[src/rtl/usb_rx_timer.sv]
// USB receive bit timer: paces bit sampling and counts bits per byte while a packet is being received.
// Optional macro RX_EDGE_RESYNC_EN re-aligns the bit phase to each detected line transition.
module usb_rx_timer #(
    parameter int CLKS_PER_BIT = 8,
    parameter int SAMPLE_PHASE = 3
) (
    input  logic       clk,
    input  logic       n_rst,
    input  logic       rcving,
    input  logic       d_edge,
    output logic       shift_enable,
    output logic       byte_received,
    output logic [3:0] bit_count
);

    localparam int PW = (CLKS_PER_BIT > 2) ? $clog2(CLKS_PER_BIT) : 1;
    localparam logic [PW-1:0] PHASE_LAST   = PW'(CLKS_PER_BIT - 1);
    localparam logic [PW-1:0] PHASE_SAMPLE = PW'(SAMPLE_PHASE);

    localparam logic IDLE = 1'b0;
    localparam logic RUN  = 1'b1;

    logic          state_reg, state_next;
    logic [PW-1:0] phase_reg, phase_next;
    logic [2:0]    bit_cnt_reg, bit_cnt_next;
    logic          byte_rx_reg, byte_rx_next;
    logic          shift_now;

    // Sampling strobe comes from registered state only, so no input reaches the outputs combinationally.
    assign shift_now     = (state_reg == RUN) && (phase_reg == PHASE_SAMPLE);
    assign shift_enable  = shift_now;
    assign byte_received = byte_rx_reg;
    assign bit_count     = {1'b0, bit_cnt_reg};

`ifndef RX_EDGE_RESYNC_EN
    logic unused_d_edge;
    assign unused_d_edge = d_edge;
`endif

    always_comb begin
        state_next   = state_reg;
        phase_next   = phase_reg;
        bit_cnt_next = bit_cnt_reg;
        byte_rx_next = 1'b0;
        case (state_reg)
            IDLE: begin
                phase_next   = '0;
                bit_cnt_next = '0;
                if (rcving) begin
                    state_next = RUN;
                end
            end
            RUN: begin
                if (!rcving) begin
                    // Dropping reception discards any partial byte, even on a sampling cycle.
                    state_next   = IDLE;
                    phase_next   = '0;
                    bit_cnt_next = '0;
                end else begin
                    if (phase_reg == PHASE_LAST) begin
                        phase_next = '0;
                    end else begin
                        phase_next = phase_reg + PW'(1);
                    end
`ifdef RX_EDGE_RESYNC_EN
                    // The transition cycle counts as phase 0, so the following cycle is phase 1.
                    if (d_edge) begin
                        phase_next = PW'(1);
                    end
`endif
                    if (shift_now) begin
                        bit_cnt_next = bit_cnt_reg + 3'd1;
                        byte_rx_next = (bit_cnt_reg == 3'd7);
                    end
                end
            end
            default: begin
                state_next   = IDLE;
                phase_next   = '0;
                bit_cnt_next = '0;
            end
        endcase
    end

    always_ff @(posedge clk or negedge n_rst) begin
        if (!n_rst) begin
            state_reg   <= IDLE;
            phase_reg   <= '0;
            bit_cnt_reg <= '0;
            byte_rx_reg <= 1'b0;
        end else begin
            state_reg   <= state_next;
            phase_reg   <= phase_next;
            bit_cnt_reg <= bit_cnt_next;
            byte_rx_reg <= byte_rx_next;
        end
    end

endmodule

[config.mk]
export PLATFORM = sky130hd
export DESIGN_NAME = usb_rx_timer
export DESIGN_NICKNAME = d
export VERILOG_FILES = /design/src/rtl/usb_rx_timer.sv
export SDC_FILE = /design/constraint.sdc
export NUM_CORES = 1
export LEC_CHECK = 0
export BUFFER_PORTS_ARGS = -buffer_cell sky130_fd_sc_hd__buf_2
export CORE_AREA = 10 10 47 49
export CTS_CLUSTER_SIZE = 8
export DETAILED_ROUTE_END_ITERATION = 10
export DIE_AREA = 0 0 57 59
export GPL_ROUTABILITY_DRIVEN = 1
export PLACE_DENSITY = 0.56
export SETUP_SLACK_MARGIN = 0.15
export SLEW_MARGIN = 40
export SYNTH_ARGS = -nofsm -noshare
export SYNTH_HDL_FRONTEND = slang
export SYNTH_SLANG_ARGS = --single-unit
export TNS_END_PERCENT = 10
[constraint.sdc]
create_clock -name clk -period 1.9 [get_ports clk]
set_clock_uncertainty 0.2 [all_clocks]
set_input_delay 0.095 -clock clk [delete_from_list [all_inputs] [get_ports clk]]
set_output_delay 0.095 -clock clk [all_outputs]
set_load 0.02 [all_outputs]
==> impl_metrics.json, run 1 <==
{
  "synth_seq_cells": 8,
  "drv_cap": 0,
  "core_um2": 1400,
  "gp_congestion": 0.644,
  "place_area_um2": 399,
  "multi_input_area_um2": 143,
  "antenna_cells": 0,
  "fp-row-count": 14,
  "wire_per_inst_um": 11.6,
  "cts_buffers": 3,
  "hold_path.class": "in2async",
  "cts_tree": "yes",
  "synthAdderAreaFrac_pct": 17.8,
  "hpwl_um": 499,
  "dieArea_um2": 3360,
  "clock_path_buffers": 2,
  "yosys-top-cells-area": "dfrtp_1 57%, ha_1 18%, mux2i_1 5.7%",
  "preCtsSetupSlack_ps": 401,
  "setup_ws_ps": 239,
  "yosysMostFrequentCell": "dfrtp_1",
  "setup_viol": 0,
  "insertion_delay_ps": 250,
  "dr.pass1.iters": 1,
  "drc": 0,
  "start_util_pct": 25.1,
  "power_leakage_nw": 0.247,
  "critPathSlowestCell": "dfrtp_1",
  "synth-xor-area-share_pct": 2.49,
  "synth.area.mux_share_pct": 5.69,
  "crit_path_cell_trace": "ha_1, ha_2, and2_4, buf_2",
  "fin_tns_setup_ps": 0,
  "die_h_um": 59,
  "die_x_um": 57,
  "grtUsageTotal_pct": 4.39,
  "nets": 50,
  "min_period_ps": 1660,
  "regArea_um2": 200,
  "status": "finished, final reports clean",
  "antenna_found_initial": 0,
  "yosys_warnings": 0,
  "synth_nets": 37,
  "cts.htree.levels": 1,
  "max_stage_delay_ps": 380,
  "grt_overflow_total": 0,
  "cts.sinks": 8,
  "avgSynthCellArea_um2": 12.6,
  "final_cell_area_um2": 444,
  "ys_seq_area_share_pct": 56.9,
  "clockRootBuffer": "clkbuf_4",
  "synth_edf_count": 0,
  "ir_drop_v": 0.000229,
  "hold_viol": 0,
  "cp-end-kind": "output pin",
  "hold_slack_ps": 13.4,
  "worstPathRequired_ps": 1600,
  "syn_to_final_growth_pct": 26.3,
  "grt_start_max_net_pins": 9,
  "fillers": 153,
  "via_per_inst": 4.04,
  "cp_max_fo": 4,
  "yosys-top-cells-count": "8 x dfrtp_1, 5 x ha_1, 4 x nor2_1",
  "grt_pass1_vias": 247,
  "clk_pin_slew_ps": 50,
  "synth_ff_type": "dfrtp_1",
  "path_class": "reg2out",
  "syn_area_um2": 352,
  "layout-drive-gt1-share_pct": 30.8,
  "ios": 10,
  "drt_wl_total_um": 638,
  "critPathBufInv": 1,
  "vias": 222,
  "timing.final.crit_share_pct": 87.4,
  "synth_top_family_by_area": "adder cells",
  "r2r_slack_ps": 460,
  "yosysTopAreaCellShare_pct": 56.9,
  "drt_iter0_drc": 0,
  "start_kind": "register",
  "powerDensity_nw_per_um2": 716,
  "synth_compound_area_share_pct": 0,
  "cts_setup_buffers": 0,
  "async_flop_share_pct": 100,
  "synth-simple-area-share_pct": 12.8,
  "crit_family": "adder cells",
  "io_buffers": 7,
  "postRouteAntennaNets": 0,
  "rsz0062_at_grt": "no",
  "crit_arrival_ps": 1370,
  "max_freq_ghz": 0.602,
  "synthCells": 28,
  "drv_slew": 0,
  "grt_pass1_wl_mm": 1.12,
  "yosysTopAreaCell": "dfrtp_1",
  "synth.distinct_cells": 12
}
## layout make-up
| type | instances | share of cell area, % |
|---|---|---|
| timing repair buffer | 9 | 12.4 |
| inverter | 1 | 0.845 |
| tap | 16 | 4.51 |
| sequential | 8 | 45.1 |
| multi-input combinational | 18 | 32.1 |
| clock buffer | 3 | 5.07 |
## through the flow
step	total power, mW	cells	utilization, %
floorplan	0.186	28	-
global placement	0.192	50	28.5
detailed placement	0.192	50	28.5
CTS	0.328	55	31.5
global route	0.343	55	31.7
finish	0.318	55	31.7
## worst paths after layout
| check | start | endpoint | cells after the start |
|---|---|---|---|
| max in group asynchronous | n_rst | phase_reg[1] | 2 |
| min in group clk | phase_reg[0] | phase_reg[0] | 1 |
| worst max register to register | phase_reg[0] | byte_received | 4 |
| worst min-delay path | n_rst | byte_received | 2 |
| worst max-delay path | phase_reg[0] | shift_enable | 4 |
| worst min register to register | phase_reg[0] | phase_reg[0] | 1 |
## cell usage in the layout, fill, tap and decap left out, drive strengths merged
cell / netlist / routed
and3: 2 / 2
nor3: 1 / 1
clkbuf: 0 / 3
xnor2: 1 / 1
mux2i: 2 / 2
conb: 1 / 1
nand2: 1 / 1
ha: 5 / 5
dfrtp: 8 / 8
inv: 1 / 1
nor2: 4 / 4
buf: 1 / 7
dlygate4sd3: 0 / 2
and2: 1 / 1
## logic make-up (layout without fill, tap and decap cells)
family | count (synthesis) | after routing
AND/OR/NAND/NOR | 9 | 9
buffers and inverters | 2 | 13
other | 1 | 1
XOR/XNOR | 1 | 1
multiplexers | 2 | 2
adder cells (fa/ha/maj) | 5 | 5
flip-flops | 8 | 8
## timing repair
action | CTS | global route
endpoints found under the setup margin | 0 | 1
gates resized for setup | 0 | 1
endpoints found under the hold margin | 11 | 0
hold buffers | 2 | 0
## power by group
group          switching [mW]  leakage [nW]  internal, mW
combinational          0.0101         0.125       0.00664
sequential            0.00183         0.108         0.174
clock                  0.0537        0.0138        0.0720
## metal layers
layer / vias up / track usage [%] / wire length, um
met1: 100 / 5.05 / 315
met2: 11 / 4.96 / 216
li1: 111 / - / -
met4: 0 / 1.01 / 0
met3: 0 / 5.15 / 106
met5: - / 0 / 0
No activity file was read; power rests on OpenSTA's default activity.
==> run 2: changes to the inputs <==
--- a/config.mk
+++ b/config.mk
@@ -7,7 +7,6 @@
 export LEC_CHECK = 0
 export BUFFER_PORTS_ARGS = -buffer_cell sky130_fd_sc_hd__buf_2
 export CORE_AREA = 10 10 47 49
-export CTS_CLUSTER_SIZE = 8
 export DETAILED_ROUTE_END_ITERATION = 10
 export DIE_AREA = 0 0 57 59
 export GPL_ROUTABILITY_DRIVEN = 1
==> constraint.sdc (replaced) <==
create_clock -name clk -period 1.64 [get_ports clk]
set_clock_uncertainty 0.2 [all_clocks]
set_input_delay 0.082 -clock clk [delete_from_list [all_inputs] [get_ports clk]]
set_output_delay 0.082 -clock clk [all_outputs]
set_load 0.02 [all_outputs]
==> impl_metrics.json, run 2 (synthesized netlist as in run 1, its figures left out) <==
{
  "status": "finished, final reports clean",
  "cp_max_fo": 2,
  "fin_tns_setup_ps": 0,
  "path_common_cell": "ha_4",
  "grtUsageTotal_pct": 4.34,
  "critPathBufInv": 1,
  "max_stage_delay_ps": 400,
  "power_switching_mw": 0.0761,
  "worstPathRequired_ps": 1360,
  "cts_tree": "yes",
  "critPathSlowestCell": "dfrtp_1",
  "final_cell_area_um2": 495,
  "ios": 10,
  "final_cells": 58,
  "io_buffers": 7,
  "drv_slew": 0,
  "drv_cap": 0,
  "clock_path_buffers": 2,
  "antenna_cells": 0,
  "place_area_um2": 399,
  "grt_overflow_total": 0,
  "layout_commonest_cell": "dfrtp_1",
  "via_per_inst": 4.03,
  "p_comb_share_pct": 6.3,
  "layout_common_cells": "8 x dfrtp_1, 6 x buf_2, 4 x nor2_1",
  "power_leakage_nw": 0.264,
  "start_kind": "register",
  "hold_viol": 0,
  "min_period_ps": 1520,
  "timing.final.crit_share_pct": 92.7,
  "gp_congestion": 0.643,
  "powerDensity_nw_per_um2": 750,
  "drt_wl_total_um": 668,
  "dieArea_um2": 3360,
  "cts_buffers": 3,
  "die_h_um": 59,
  "reg2reg_from": "phase_reg[0]",
  "syn_to_final_growth_pct": 40.9,
  "grt_pass1_wl_mm": 1.12,
  "antenna_found_initial": 0,
  "drt_iter0_drc": 0,
  "fillers": 155,
  "p_clk_share_pct": 38.7,
  "place_inst": 50,
  "p_sw_share_pct": 20.5,
  "ir_drop_v": 0.000354,
  "cp-end-kind": "output pin",
  "hpwl_um": 495,
  "start_util_pct": 25.1,
  "wire_per_inst_um": 11.5,
  "final_util_pct": 35.4,
  "crit_path_cell_trace": "ha_4, ha_4, and2_4, buf_6",
  "layout-drive-gt1-share_pct": 38.1,
  "core_um2": 1400,
  "grt_start_max_net_pins": 9,
  "intPower_mw": 0.296,
  "r2r_slack_ps": 250,
  "grt_pass1_vias": 267,
  "nets": 53,
  "postRouteAntennaNets": 0,
  "clk_pin_slew_ps": 50,
  "hold_path.class": "in2async",
  "dr.pass1.iters": 1,
  "drc": 0,
  "rsz0062_at_grt": "yes",
  "crit_arrival_ps": 1240,
  "path_class": "reg2out",
  "die_x_um": 57,
  "cts.htree.levels": 1,
  "max_freq_ghz": 0.658,
  "reg2reg_depth": 5,
  "clockRootBuffer": "clkbuf_4",
  "cts.sinks": 8,
  "p_seq_share_pct": 55.0,
  "setup_viol": 0,
  "fp-row-count": 14,
  "insertion_delay_ps": 250,
  "vias": 234,
  "crit_family": "flip-flops",
  "r2r-end": "bit_cnt_reg[1]"
}
==> run 2: timing repair <==
action	4_1_cts	5_1_grt
pin swaps	2	0
endpoints found under the setup margin	2	1
hold endpoints to repair	11	0
hold buffers	2	0
buffers inserted	2	1
gates resized for setup	6	0
==> run 2: cell type report <==
cell class / instances / area (um2) / share of cell area (%)
inverter: 1 / 3.75 / 0.758
multi-input combinational: 18 / 165 / 33.3
sequential: 8 / 200 / 40.4
clock buffer: 3 / 22.5 / 4.55
timing repair buffer: 12 / 83.8 / 16.9
tap: 16 / 20.0 / 4.04
==> run 2: how the worst max path moves through the flow <==
stage | endpoint | slack, ps | from | depth (start not counted)
global placement | byte_received | 130 | phase_reg[0] | 4
CTS | shift_enable | 110 | phase_reg[0] | 4
detailed placement | byte_received | 140 | phase_reg[0] | 4
finish | shift_enable | 120 | phase_reg[0] | 4
floorplan | byte_received | 170 | phase_reg[0] | 4
global route | shift_enable | 70 | phase_reg[0] | 4
==> run 2: metal layers <==
metal  share of wire [%]  vias to the layer above  track usage, %
li1                    -                      119               -
met1                  51                      107            5.64
met2                  39                        8            4.81
met3                  10                        0            2.79
met4                   0                        0            3.02
met5                   0                        -               0
==> run 2: power by group through the flow <==
| stage | logic [mW] | registers (mW) | clock network, mW |
|---|---|---|---|
| 2_1_floorplan | 0.00893 | 0.206 | 0 |
| 4_1_cts | 0.0213 | 0.204 | 0.153 |
| 6_report | 0.0235 | 0.205 | 0.144 |
| 3_5_place_dp | 0.0155 | 0.207 | 0 |
| 5_1_grt | 0.0268 | 0.205 | 0.171 |
| 3_3_place_gp | 0.0158 | 0.207 | 0 |
==> run 2: through the flow <==
stage,power (mW),hold WS (ps),setup WS (ps)
after floorplan,0.215,-414,170
after global placement,0.222,-264,134
after detailed placement,0.223,-267,139
after CTS,0.379,16.7,109
after global routing,0.402,18.1,70.3
final,0.372,14.5,120
==> run 2: worst register-to-register path: stages (launching register included) <==
cell and delay, ps:
dfrtp_1 400, ha_4 180, ha_4 150, buf_4 140
mux2i_1 140, nor2_1 50
==> run 3: changes to the inputs <==
--- a/config.mk
+++ b/config.mk
@@ -11,6 +11,7 @@
 export DIE_AREA = 0 0 57 59
 export GPL_ROUTABILITY_DRIVEN = 1
 export PLACE_DENSITY = 0.56
+export RECOVER_POWER = 50
 export SETUP_SLACK_MARGIN = 0.15
 export SLEW_MARGIN = 40
 export SYNTH_ARGS = -nofsm -noshare
==> impl_metrics.json, run 3 (synthesized netlist as in run 1, its figures left out) <==
{
  "max_stage_delay_ps": 400,
  "setup_viol": 0,
  "die_x_um": 57,
  "postRouteAntennaNets": 0,
  "ios": 10,
  "reg2reg_depth": 5,
  "critPathSlowestCell": "dfrtp_1",
  "grt_pass1_vias": 267,
  "layout_commonest_cell": "dfrtp_1",
  "insertion_delay_ps": 250,
  "hold_slack_ps": 91.2,
  "reg2reg_from": "phase_reg[0]",
  "start_kind": "register",
  "clk_pin_slew_ps": 50,
  "nets": 53,
  "antenna_found_initial": 0,
  "grt_pass1_wl_mm": 1.12,
  "path_common_cell": "ha_4",
  "final_util_pct": 35.1,
  "min_period_ps": 1520,
  "status": "finished, final reports clean",
  "clock_path_buffers": 2,
  "crit_path_cell_trace": "ha_4, ha_4, and2_4, buf_6",
  "io_buffers": 7,
  "preCtsSetupSlack_ps": 139,
  "vias": 233,
  "wire_per_inst_um": 11.6,
  "hold_viol": 0,
  "hpwl_um": 495,
  "drt_wl_total_um": 670,
  "gp_congestion": 0.643,
  "power_leakage_nw": 0.254,
  "final_cells": 58,
  "powerDensity_nw_per_um2": 755,
  "max_freq_ghz": 0.658,
  "drt_iter0_drc": 0,
  "fp-row-count": 14,
  "syn_to_final_growth_pct": 39.9,
  "cts_tree": "yes",
  "timing.final.crit_share_pct": 92.7,
  "cts.sinks": 8,
  "r2r_slack_ps": 250,
  "worstPathRequired_ps": 1360,
  "cts_buffers": 3,
  "via_per_inst": 4.02,
  "grt_start_max_net_pins": 9,
  "setup_ws_ps": 120,
  "core_um2": 1400,
  "r2r-end": "bit_cnt_reg[1]",
  "fin_tns_setup_ps": 0,
  "drv_cap": 0,
  "crit_arrival_ps": 1240,
  "drv_slew": 0,
  "layout-drive-gt1-share_pct": 31.0,
  "cts.htree.levels": 1,
  "start_util_pct": 25.1,
  "cp_max_fo": 2,
  "dieArea_um2": 3360,
  "cp-end-kind": "output pin",
  "dr.pass1.iters": 1,
  "clockRootBuffer": "clkbuf_4",
  "hold_path.class": "in2async",
  "critPathBufInv": 1,
  "antenna_cells": 0,
  "drc": 0,
  "die_h_um": 59,
  "ir_drop_v": 0.000354,
  "crit_family": "flip-flops",
  "path_class": "reg2out",
  "place_inst": 50,
  "layout_common_cells": "8 x dfrtp_1, 4 x nor2_1",
  "grtUsageTotal_pct": 4.34,
  "grt_overflow_total": 0,
  "rsz0062_at_grt": "yes"
}
-- run 3: layout make-up --
type	count	area, um2
repair buffers	12	80.1
fillers	155	910
inverters	1	3.75
clock buffers	3	22.5
flip-flops and latches	8	200
well taps	16	20.0
multi-input cells	18	165
-- run 3: metal layers --
| layer | track usage [%] | up-vias | share of wire [%] | routed length [um] |
|---|---|---|---|---|
| li1 | - | 119 | - | - |
| met1 | 5.64 | 106 | 53 | 354 |
| met2 | 4.81 | 8 | 39 | 263 |
| met3 | 2.79 | 0 | 7.8 | 52 |
| met4 | 3.02 | 0 | 0 | 0 |
| met5 | 0 | - | 0 | 0 |
-- run 3: repair_timing --
item,4_1_cts,5_1_grt
endpoints found under the setup margin,2,1
pin swaps,2,0
endpoints found under the hold margin,11,0
gates resized for setup,6,0
hold buffers,2,0
setup buffers,2,1
-- run 3: power by group --
group	total [mW]	switching [mW]	internal, mW
sequential	0.205	0.00319	0.201
combinational	0.0229	0.0126	0.0102
clock	0.144	0.0604	0.0833
total	0.371	0.0762	0.295
-- run 3: per-stage QoR --
stage	instance area, um2	total power, mW
final	492	0.371
after global routing	492	0.401
after CTS	488	0.379
after detailed placement	399	0.223
after global placement	399	0.222
after floorplan	352	0.215
-- run 3: how the worst max path moves through the flow --
stage | from | to | slack (ps) | depth (start not counted)
2_1_floorplan | phase_reg[0] | byte_received | 170 | 4
4_1_cts | phase_reg[0] | shift_enable | 110 | 4
3_5_place_dp | phase_reg[0] | byte_received | 140 | 4
3_3_place_gp | phase_reg[0] | byte_received | 130 | 4
5_1_grt | phase_reg[0] | shift_enable | 70 | 4
6_report | phase_reg[0] | shift_enable | 120 | 4
